## config.mk

```make
export PLATFORM = sky130hd
export DESIGN_NAME = enc256to8
export DESIGN_NICKNAME = d
export VERILOG_FILES = /design/src/rtl/enc256to8.sv
export SDC_FILE = /design/constraint.sdc
export NUM_CORES = 1
export LEC_CHECK = 0
export CORE_MARGIN = 8
export CORE_UTILIZATION = 45
export DETAILED_ROUTE_END_ITERATION = 10
export GPL_TIMING_DRIVEN = 0
export HOLD_SLACK_MARGIN = 0.03
export PLACE_DENSITY = 0.79
export SYNTH_ARGS = -nofsm -noshare
export SYNTH_HDL_FRONTEND = slang
export SYNTH_SLANG_ARGS = --single-unit
```

## constraint.sdc

```tcl
create_clock -name clk -period 5.1 [get_ports clk]
set_input_delay 1.275 -clock clk [delete_from_list [all_inputs] [get_ports clk]]
set_output_delay 1.275 -clock clk [all_outputs]
set_load 0.02 [all_outputs]
```

## src/rtl/enc256to8.sv

```systemverilog
// 256-to-8 lowest-set-bit priority encoder, two registered stages with
// valid/ready flow control on both sides; also flags all-zero and multi-hot input.
module enc256to8 (
    input  logic         clk,
    input  logic         reset,
    input  logic [255:0] in,
    input  logic         in_valid,
    output logic         in_ready,
    output logic [7:0]   out,
    output logic         none,
    output logic         multi,
    output logic         out_valid,
    input  logic         out_ready
);

    function automatic logic [3:0] low16(input logic [15:0] v);
        logic [3:0] r;
        r = 4'd0;
        for (int i = 15; i >= 0; i--) begin
            if (v[i]) r = 4'(i);
        end
        return r;
    endfunction

    function automatic logic many16(input logic [15:0] v);
        return |(v & (v - 16'd1));
    endfunction

    logic              adv1;
    logic              adv2;

    logic              s1_valid_q;
    logic              s1_valid_d;
    logic [15:0]       s1_any_q;
    logic [15:0]       s1_any_d;
    logic [15:0]       s1_multi_q;
    logic [15:0]       s1_multi_d;
    logic [15:0][3:0]  s1_idx_q;
    logic [15:0][3:0]  s1_idx_d;

    logic              out_valid_q;
    logic              out_valid_d;
    logic [7:0]        out_q;
    logic [7:0]        out_d;
    logic              none_q;
    logic              none_d;
    logic              multi_q;
    logic              multi_d;

    logic [15:0]       grp_any;
    logic [15:0]       grp_multi;
    logic [15:0][3:0]  grp_idx;
    logic [3:0]        sel_g;

    assign adv2     = !out_valid_q || out_ready;
    assign adv1     = !s1_valid_q || adv2;
    assign in_ready = adv1;

    // Stage 1: independent per-group summaries of 16-bit slices.
    always_comb begin
        grp_any   = '0;
        grp_multi = '0;
        grp_idx   = '0;
        for (int g = 0; g < 16; g++) begin
            grp_any[g]   = |in[g*16 +: 16];
            grp_multi[g] = many16(in[g*16 +: 16]);
            grp_idx[g]   = low16(in[g*16 +: 16]);
        end
    end

    always_comb begin
        s1_valid_d = s1_valid_q;
        s1_any_d   = s1_any_q;
        s1_multi_d = s1_multi_q;
        s1_idx_d   = s1_idx_q;
        if (adv1) begin
            s1_valid_d = in_valid;
            if (in_valid) begin
                s1_any_d   = grp_any;
                s1_multi_d = grp_multi;
                s1_idx_d   = grp_idx;
            end
        end
    end

    // Stage 2: lowest non-empty group selects the upper nibble.
    assign sel_g = low16(s1_any_q);

    always_comb begin
        out_valid_d = out_valid_q;
        out_d       = out_q;
        none_d      = none_q;
        multi_d     = multi_q;
        if (adv2) begin
            out_valid_d = s1_valid_q;
            if (s1_valid_q) begin
                none_d  = ~|s1_any_q;
                multi_d = (|s1_multi_q) || many16(s1_any_q);
                out_d   = none_d ? 8'h00 : {sel_g, s1_idx_q[sel_g]};
            end
        end
    end

    always_ff @(posedge clk) begin
        if (reset) begin
            s1_valid_q  <= 1'b0;
            s1_any_q    <= '0;
            s1_multi_q  <= '0;
            s1_idx_q    <= '0;
            out_valid_q <= 1'b0;
            out_q       <= 8'h00;
            none_q      <= 1'b0;
            multi_q     <= 1'b0;
        end else begin
            s1_valid_q  <= s1_valid_d;
            s1_any_q    <= s1_any_d;
            s1_multi_q  <= s1_multi_d;
            s1_idx_q    <= s1_idx_d;
            out_valid_q <= out_valid_d;
            out_q       <= out_d;
            none_q      <= none_d;
            multi_q     <= multi_d;
        end
    end

    assign out_valid = out_valid_q;
    assign out       = out_q;
    assign none      = none_q;
    assign multi     = multi_q;

endmodule

```

Yosys cells after proc, flatten, opt, wreduce, memory -nomap -nowiden
Index checks and enable logic that the tools add are counted.
{ "totals": {"regBits": 108, "latchBits": 0, "ramBits": 0, "mem_bits_ro": 0, "in_bits": 260, "n_memories": 0} }
{ "op_classes": {"addsub": 17, "mul": 0, "div": 0, "magnitude_cmp": 1, "eq_ne": 0, "n_shift": 0, "muxes": 275, "bitwise": 17, "reduce_logical": 43} }
{ "ops": {"columns": ["operator", "n"], "rows": [
  ["2-to-1 mux 4 bit", 273],
  ["OR reduction 16 bit", 35],
  ["AND 16 bit", 17],
  ["subtractor 16 x 1 -> 16 bit, second input constant", 17],
  ["binary-select mux 4 bit (select 4 bit)", 1],
  ["2-to-1 mux 8 bit", 1],
  ["less-than comparator 4 x 5 -> 1 bit, second input constant", 1],
  ["AND reduction 2 bit", 2],
  ["zero test 1 bit", 3],
  ["logical OR 1 bit", 3]
]} }

Longest topological paths before layout
Gate-level depths: netlist of the first run.
{ "logic_depth": {"ltp_word": 19, "mapped_depth": 9, "ltp_nobuf": 7} }

Worst setup path before layout of the first run
OpenSTA, ideal clock, no wires.
{ "synth_path": {"path_kind": "input to register", "start": "in in[240]", "end": "reg s1_multi_q[15]", "setup_ns": 0.136, "arrival_time_ns": 3.023, "t_required_ns": 4.964, "setup_slack_ns": 1.941, "stages": 6, "path_cell_list": "or4_1 nand2b_4 or3_4 o32a_1 a2111oi_2 a311oi_1"} }
{ "synth_between": {"elab_chain_len": 3} }
{ "synth_lines": {"columns": ["item", "line", "text"], "rows": [
  ["start: declaration", "6", "input logic [255:0] in,"],
  ["subtractor 16 x 1 -> 16 bit", "26", "return |(v & (v - 16'd1));"],
  ["AND 16 bit *", "26", null],
  ["OR reduction 16 bit *", "26", null],
  ["end signal: assignment", "117", "s1_multi_q <= s1_multi_d;"],
  ["end: declaration", "36", "logic [15:0] s1_multi_q;"]
]} }
Every way passes the cells marked *; elsewhere a longest branch is shown, timed or not.
A chain may end at the register's enable or synchronous reset.

Final worst setup path of the first run
{ "layout_path": {"start": "in out_ready", "end": "reg s1_idx_q[14] (netlist bit)"} }
{ "layout_between": {"elab_chain_len": 3} }
{ "layout_lines": {"columns": ["item", "line", "text"], "rows": [
  ["start: declaration", "13", "input logic out_ready"],
  ["logical OR 1 bit", "55", "assign adv2 = !out_valid_q || out_ready;"],
  ["logical OR 1 bit", "56", "assign adv1 = !s1_valid_q || adv2;"],
  ["AND reduction 2 bit (no source line)", null, null],
  ["end signal: assignment", "118", "s1_idx_q <= s1_idx_d;"],
  ["end: declaration", "38", "logic [15:0][3:0] s1_idx_q;"]
]} }
Every way passes these cells.

==> flow_summary.json, run 1 <==
{
  "cts_made_buffers": 9,
  "crit_slowest_cell": "clkbuf_1",
  "drt_iter0_drc": 960,
  "holdBufCountCts": 0,
  "fill_cells": 1929,
  "drt_first_pass_iters": 5,
  "clockPowerShare_pct": 29.4,
  "swShare_pct": 33.8,
  "timing.final.max_slew_violations": 0,
  "syn_avg_cell_area_um2": 6.71,
  "synthesis.instances": 1379,
  "largest_net_degree_at_the_start_of_global_routing": 20,
  "cellLeakagePower_nw": 4.11,
  "vias_per_cell": 6.14,
  "htree_levels": 3,
  "final-hold-violation-count": 0,
  "synth_top_flop_cell": "dfxtp_1",
  "layout.area.seq_mm2": 0.00216,
  "arrival_ps": 4620,
  "die_area_mm2": 0.0254,
  "floorplan.io_pins": 272,
  "critical_path.top_delay_family": "buffers and inverters",
  "critical_path.cell_chain": "clkdlybuf4s50_1 > nor2b_1 > nand2_1 > nand2_1 > clkbuf_1 > buf_1 > nor3_1 > a21oi_1 > nor2_1",
  "first_global_vias": 11100,
  "outcome": "finished clean",
  "setup_tns_ps": 0,
  "count_of_buffers_inserted_at_the_top_level_ports": 269,
  "rrSetupSlack_ps": 1690,
  "groute.usage.overall_pct": 28.1,
  "startpoint_type": "input pin",
  "numPlacedInstances": 1918,
  "drc_errors": 0,
  "path_common_cell": "nand2_1",
  "cts.path.max_buffers": 2,
  "ys_seq_area_share_pct": 23.4,
  "post_synth_num_cell_types": 77,
  "antenna_found_initial": 0,
  "multiInputGateArea_mm2": 0.00673,
  "antenna_cells": 0,
  "critical_path.max_fanout": 10,
  "clk_transition_reported_paths_ps": 80,
  "final_instance_count_excl_fillers": 1934,
  "p_seq_share_pct": 38.3,
  "timing.final.crit_share_pct": 86.0,
  "clk-insertion-delay-late_ps": 360,
  "synth_area_leader_cell": "dfxtp_1",
  "power_per_cell_area_mw_per_mm2": 191,
  "ys.warnings.count": 0,
  "grt-ovfl-total": 0,
  "worstSetupEndpointType": "flip-flop",
  "worst_clock_skew_ps": 11.9,
  "dieHeight_um": 159,
  "synth.top_cells.by_area": "dfxtp_1, nor2_1, a21oi_1",
  "switching_power_uw": 812,
  "max-slew-margin-rel_pct": 28.1,
  "detail-route-antenna-nets": 0,
  "syn-num-nets": 1639,
  "cts-root-buf": "clkbuf_16",
  "async_reset_ff_share_pct": 0,
  "cts.sinks": 108,
  "combinationalPowerShare_pct": 32.3,
  "max_freq_mhz": 228,
  "placed_area_mm2": 0.0123,
  "tritoncts": "done",
  "worstMarginPinSlew_ps": 1050,
  "syn_to_final_growth_pct": 36.0,
  "dieWidth_um": 159,
  "setup_viol_count_final": 0,
  "drv_cap": 0,
  "placeableCoreArea_mm2": 0.0202,
  "max-vdd-ir-drop_v": 0.000163,
  "synth.cell_area_mm2": 0.00925,
  "power.total_mw": 2.40,
  "min-delay-path-class": "flip-flop to flip-flop",
  "total_number_of_nets_in_the_final_design": 1919,
  "cts_setup_buffers": 0,
  "criticalPathCategory": "input pin to flip-flop",
  "vias": 11900,
  "grt_setup_unrepaired": "no",
  "intPower_mw": 1.59,
  "post-synth-top-area-fraction_pct": 23.4,
  "ctsResizeCount": 0,
  "endpoint_required_time_on_the_critical_path_ps": 5340,
  "fraction_of_final_layout_cells_with_drive_strength_greater_than_1_pct": 3.55,
  "final_period_minus_worst_setup_slack_ps": 4380,
  "slowest_stage_delay_on_critical_path_ps": 810,
  "post-route-cell-area_mm2": 0.0126,
  "final_routed_wirelength_across_all_metal_layers_um": 38300,
  "wl_per_cell_um": 19.8,
  "core.rowCount": 52,
  "grt_first_pass_wirelength_um": 58700,
  "synth-edff-count": 0,
  "gpl.final_weighted_congestion": 1.01,
  "floorplan.initialDensity_pct": 45.7,
  "ys_seq_elements": 108,
  "cp.buffers_inverters": 3,
  "dp.final_hpwl_um": 30100
}
## power by group through the flow
stage          Clock [mW]  Combinational [mW]  Sequential [mW]
6_report            0.705               0.776            0.917
5_1_grt             0.737               0.835            0.920
4_1_cts             0.697               0.764            0.915
3_5_place_dp            0               0.759            0.935
3_3_place_gp            0               0.749            0.934
2_1_floorplan           0               0.327            0.925
## final timing paths
check,end,start,cells after the start
max,s1_idx_q[14],out_ready,9
min,s1_idx_q[31],s1_idx_q[31],2
max reg2reg,s1_idx_q[14],out_valid,8
min reg2reg,s1_idx_q[31],s1_idx_q[31],2
## placed cells by master, fill, tap and decap left out, types with 16 or more instances in the layout
master           netlist  final
nor2_1               232    232
nor2b_1               37     37
a21oi_1              150    150
dfxtp_1              108    108
or2_2                 18     18
clkbuf_1              33     33
o31ai_1               31     31
inv_1                 45     45
nor3_1               112    112
o21ai_0               82     82
nor4_1                36     36
nand2_1              110    110
a211oi_1              41     41
clkdlybuf4s50_1        0    269
a311oi_1              18     18
nand3_1               45     45
or3_1                 16     16
maj3_1                34     34
o21bai_1              16     16
## flip-flops by register name, summed over array words and instances, names as in the netlist
name        flops
s1_multi_q     16
out             8
none            1
out_valid       1
s1_valid_q      1
s1_any_q       16
multi           1
s1_idx_q       64
## layer usage
| metal | GRT usage, % | share of wire [%] |
|---|---|---|
| met1 | 34.6 | 43 |
| met2 | 46.0 | 44 |
| met3 | 6.33 | 8.2 |
| met4 | 12.8 | 4.8 |
| met5 | 0 | 0 |
## layout make-up
type | instances | share of cell area (%)
plain buffers | 45 | 1.42
clock buffers | 10 | 1.90
clock inverters | 6 | 0.448
inverters | 46 | 1.37
multi-input cells | 1180 | 53.6
flip-flops and latches | 108 | 17.2
well taps | 270 | 2.69
repair buffers | 269 | 21.4
## worst min-delay path: cells and delay by family, from the launching register on
kind | cells | cell delay (ps)
AND/OR/NAND/NOR | 1 | 50
AO/OA/AOI/OAI | 1 | 50
flip-flops | 1 | 310
## cells in the mapped netlist (6+ instances only)
master,instances
nor2b_1,37
o21ai_0,82
dfxtp_1,108
o311ai_0,6
o21bai_1,16
nor2_1,232
o31a_1,8
nand3_1,45
a221oi_1,6
a311oi_1,18
and3_1,11
or3_1,16
a211oi_1,41
a31oi_1,7
buf_1,6
or4_1,14
o31ai_1,31
nand2_1,110
nor3_1,112
a21oi_1,150
mux2i_1,9
clkbuf_1,33
o21a_1,7
o32ai_1,14
nor4_1,36
nand2b_1,14
nand4_1,6
a2111oi_0,9
inv_1,45
maj3_1,34
or2_2,18
o22ai_1,14
## through the flow
stage	util, %	hold WS, ps	setup slack, ps
finish	62.1	451	716
global route	62.1	477	671
CTS	62.1	456	760
detailed placement	60.7	446	453
global placement	60.7	442	447
floorplan	-	428	1940
## cell families after synthesis
| kind of cell | synth area share, % |
|---|---|
| compound gates | 33.7 |
| fa+ha+maj | 3.68 |
| buf+inv | 3.80 |
| flops | 23.4 |
| mux | 0.974 |
| simple gates | 34.5 |
Note: power is estimated with default switching activity, not from simulation.
==> inputs of run 2 (changes only) <==
CELL_PAD_IN_SITES_DETAIL_PLACEMENT = 1   (was not set)
CELL_PAD_IN_SITES_GLOBAL_PLACEMENT = 2   (was not set)
CORE_UTILIZATION = 28   (was 45)
PLACE_DENSITY = 0.9   (was 0.79)
==> flow_summary.json, run 2 (synthesized netlist as in run 1, its figures left out) <==
{
  "outcome": "finished clean",
  "cellLeakagePower_nw": 4.12,
  "syn_to_final_growth_pct": 38.5,
  "final_instance_count_excl_fillers": 2105,
  "cts_made_buffers": 9,
  "startpoint_type": "input pin",
  "critical_path.cell_chain": "clkdlybuf4s50_1 > nor2b_1 > nand2_1 > nand2_1 > clkbuf_1 > buf_1 > nor3_1 > a21oi_1 > nor2_1",
  "largest_reg_flops": 64,
  "wl_per_cell_um": 21.3,
  "critical_path.max_fanout": 10,
  "post-route-cell-area_mm2": 0.0128,
  "slowest_stage_delay_on_critical_path_ps": 890,
  "cts-root-buf": "clkbuf_16",
  "reg.largest.list": "s1_idx_q: 64 flops, s1_any_q: 16 flops, s1_multi_q: 16 flops",
  "max-slew-margin-rel_pct": 25.3,
  "critical_path.top_delay_family": "buffers and inverters",
  "final_common_cell": "clkdlybuf4s50_1",
  "antenna_cells": 0,
  "final-hold-violation-count": 0,
  "fill_cells": 4167,
  "criticalPathCategory": "input pin to flip-flop",
  "floorplan.initialDensity_pct": 28.4,
  "placed_area_mm2": 0.0125,
  "most-common-layout-cells": "clkdlybuf4s50_1, nor2_1, a21oi_1",
  "cp.buffers_inverters": 3,
  "cts_setup_buffers": 0,
  "cts.sinks": 108,
  "grt_setup_unrepaired": "no",
  "worstMarginPinSlew_ps": 1120,
  "drt_first_pass_iters": 4,
  "grt_first_pass_wirelength_um": 68600,
  "clk-insertion-delay-late_ps": 360,
  "drc_errors": 0,
  "largest_register": "s1_idx_q",
  "dieWidth_um": 198,
  "timing.final.crit_share_pct": 92.1,
  "arrival_ps": 4920,
  "min-delay-path-class": "flip-flop to flip-flop",
  "drv_cap": 0,
  "antenna_found_initial": 2,
  "max_freq_mhz": 213,
  "holdBufCountCts": 0,
  "path_common_cell": "nand2_1",
  "drt_iter0_drc": 427,
  "count_of_buffers_inserted_at_the_top_level_ports": 269,
  "floorplan.io_pins": 272,
  "grt-ovfl-total": 0,
  "fraction_of_final_layout_cells_with_drive_strength_greater_than_1_pct": 3.43,
  "timing.final.max_slew_violations": 0,
  "finalCoreUtilization_pct": 39.4,
  "first_global_vias": 12200,
  "power_per_cell_area_mw_per_mm2": 194,
  "final_period_minus_worst_setup_slack_ps": 4700,
  "vias_per_cell": 5.63,
  "setup_viol_count_final": 0,
  "dp.final_hpwl_um": 36200,
  "crit_slowest_cell": "clkbuf_1",
  "groute.usage.overall_pct": 22.2,
  "largest_net_degree_at_the_start_of_global_routing": 17,
  "worstSetupEndpointType": "flip-flop",
  "vias": 11800,
  "final_routed_wirelength_across_all_metal_layers_um": 44800,
  "max-vdd-ir-drop_v": 0.000155,
  "worst_clock_skew_ps": 6.94,
  "cts.path.max_buffers": 2,
  "die_area_mm2": 0.0391,
  "power.total_mw": 2.48,
  "numPlacedInstances": 2090,
  "endpoint_required_time_on_the_critical_path_ps": 5330,
  "tritoncts": "done",
  "detail-route-antenna-nets": 0,
  "clk_transition_reported_paths_ps": 70,
  "placeableCoreArea_mm2": 0.0325,
  "gpl.final_weighted_congestion": 0.938,
  "core.rowCount": 66,
  "dieHeight_um": 198,
  "setup_tns_ps": 0,
  "htree_levels": 3,
  "ctsResizeCount": 0,
  "total_number_of_nets_in_the_final_design": 1919
}
[run 2: cell types whose count changed in the layout (fill, tap and decap cells not counted)]
cell and change:
bufinv_16 +2, clkbuf_1 +1, clkinv_8 -1, inv_6 -3
[run 2: worst paths after layout]
path	from	to	slack, ps	cells past startpoint
worst max register to register	out_valid	s1_idx_q[30]	1400	8
worst max-delay path	out_ready	s1_idx_q[30]	400	9
worst min register to register	s1_idx_q[56]	s1_idx_q[56]	460	2
worst min-delay path	s1_idx_q[56]	s1_idx_q[56]	460	2
[run 2: worst min-delay path, delay by kind of cell (launching register included)]
family / cells / cell delay [ps]
AOI/OAI and AO/OA: 1 / 50
DFF: 1 / 310
and+or+nand+nor: 1 / 50
[run 2: power by group]
part	total (mW)	leakage, nW	internal (mW)	switching, mW
Sequential	0.919	0.886	0.880	0.0389
Clock	0.773	0.156	0.442	0.331
Combinational	0.793	3.07	0.352	0.441
[run 2: routing by layer]
metal / global-route usage [%] / up-vias / wire [um]
met1: 28.6 / 5711 / 20300
met4: 7.44 / 2 / 1440
met5: 0 / - / 12
met3: 4.47 / 64 / 2400
met2: 36.6 / 288 / 20600
li1: - / 5778 / -
[run 2: metrics by stage]
stage / hold slack [ps] / worst slack [ps]
2_1_floorplan: 428 / 1940
3_3_place_gp: 442 / -19.5
3_5_place_dp: 447 / -39.7
4_1_cts: 459 / 323
5_1_grt: 476 / 227
6_report: 458 / 402
[run 2: layout make-up]
| cell class | instances | area (um2) | area share (%) |
|---|---|---|---|
| sequential | 108 | 2160 | 16.9 |
| buffer | 45 | 179 | 1.40 |
| multi-input combinational | 1180 | 6730 | 52.6 |
| tap | 442 | 553 | 4.32 |
| clock buffer | 11 | 243 | 1.89 |
| timing repair buffer | 269 | 2690 | 21.0 |
| clock inverter | 4 | 73.8 | 0.576 |
| inverter | 46 | 173 | 1.35 |
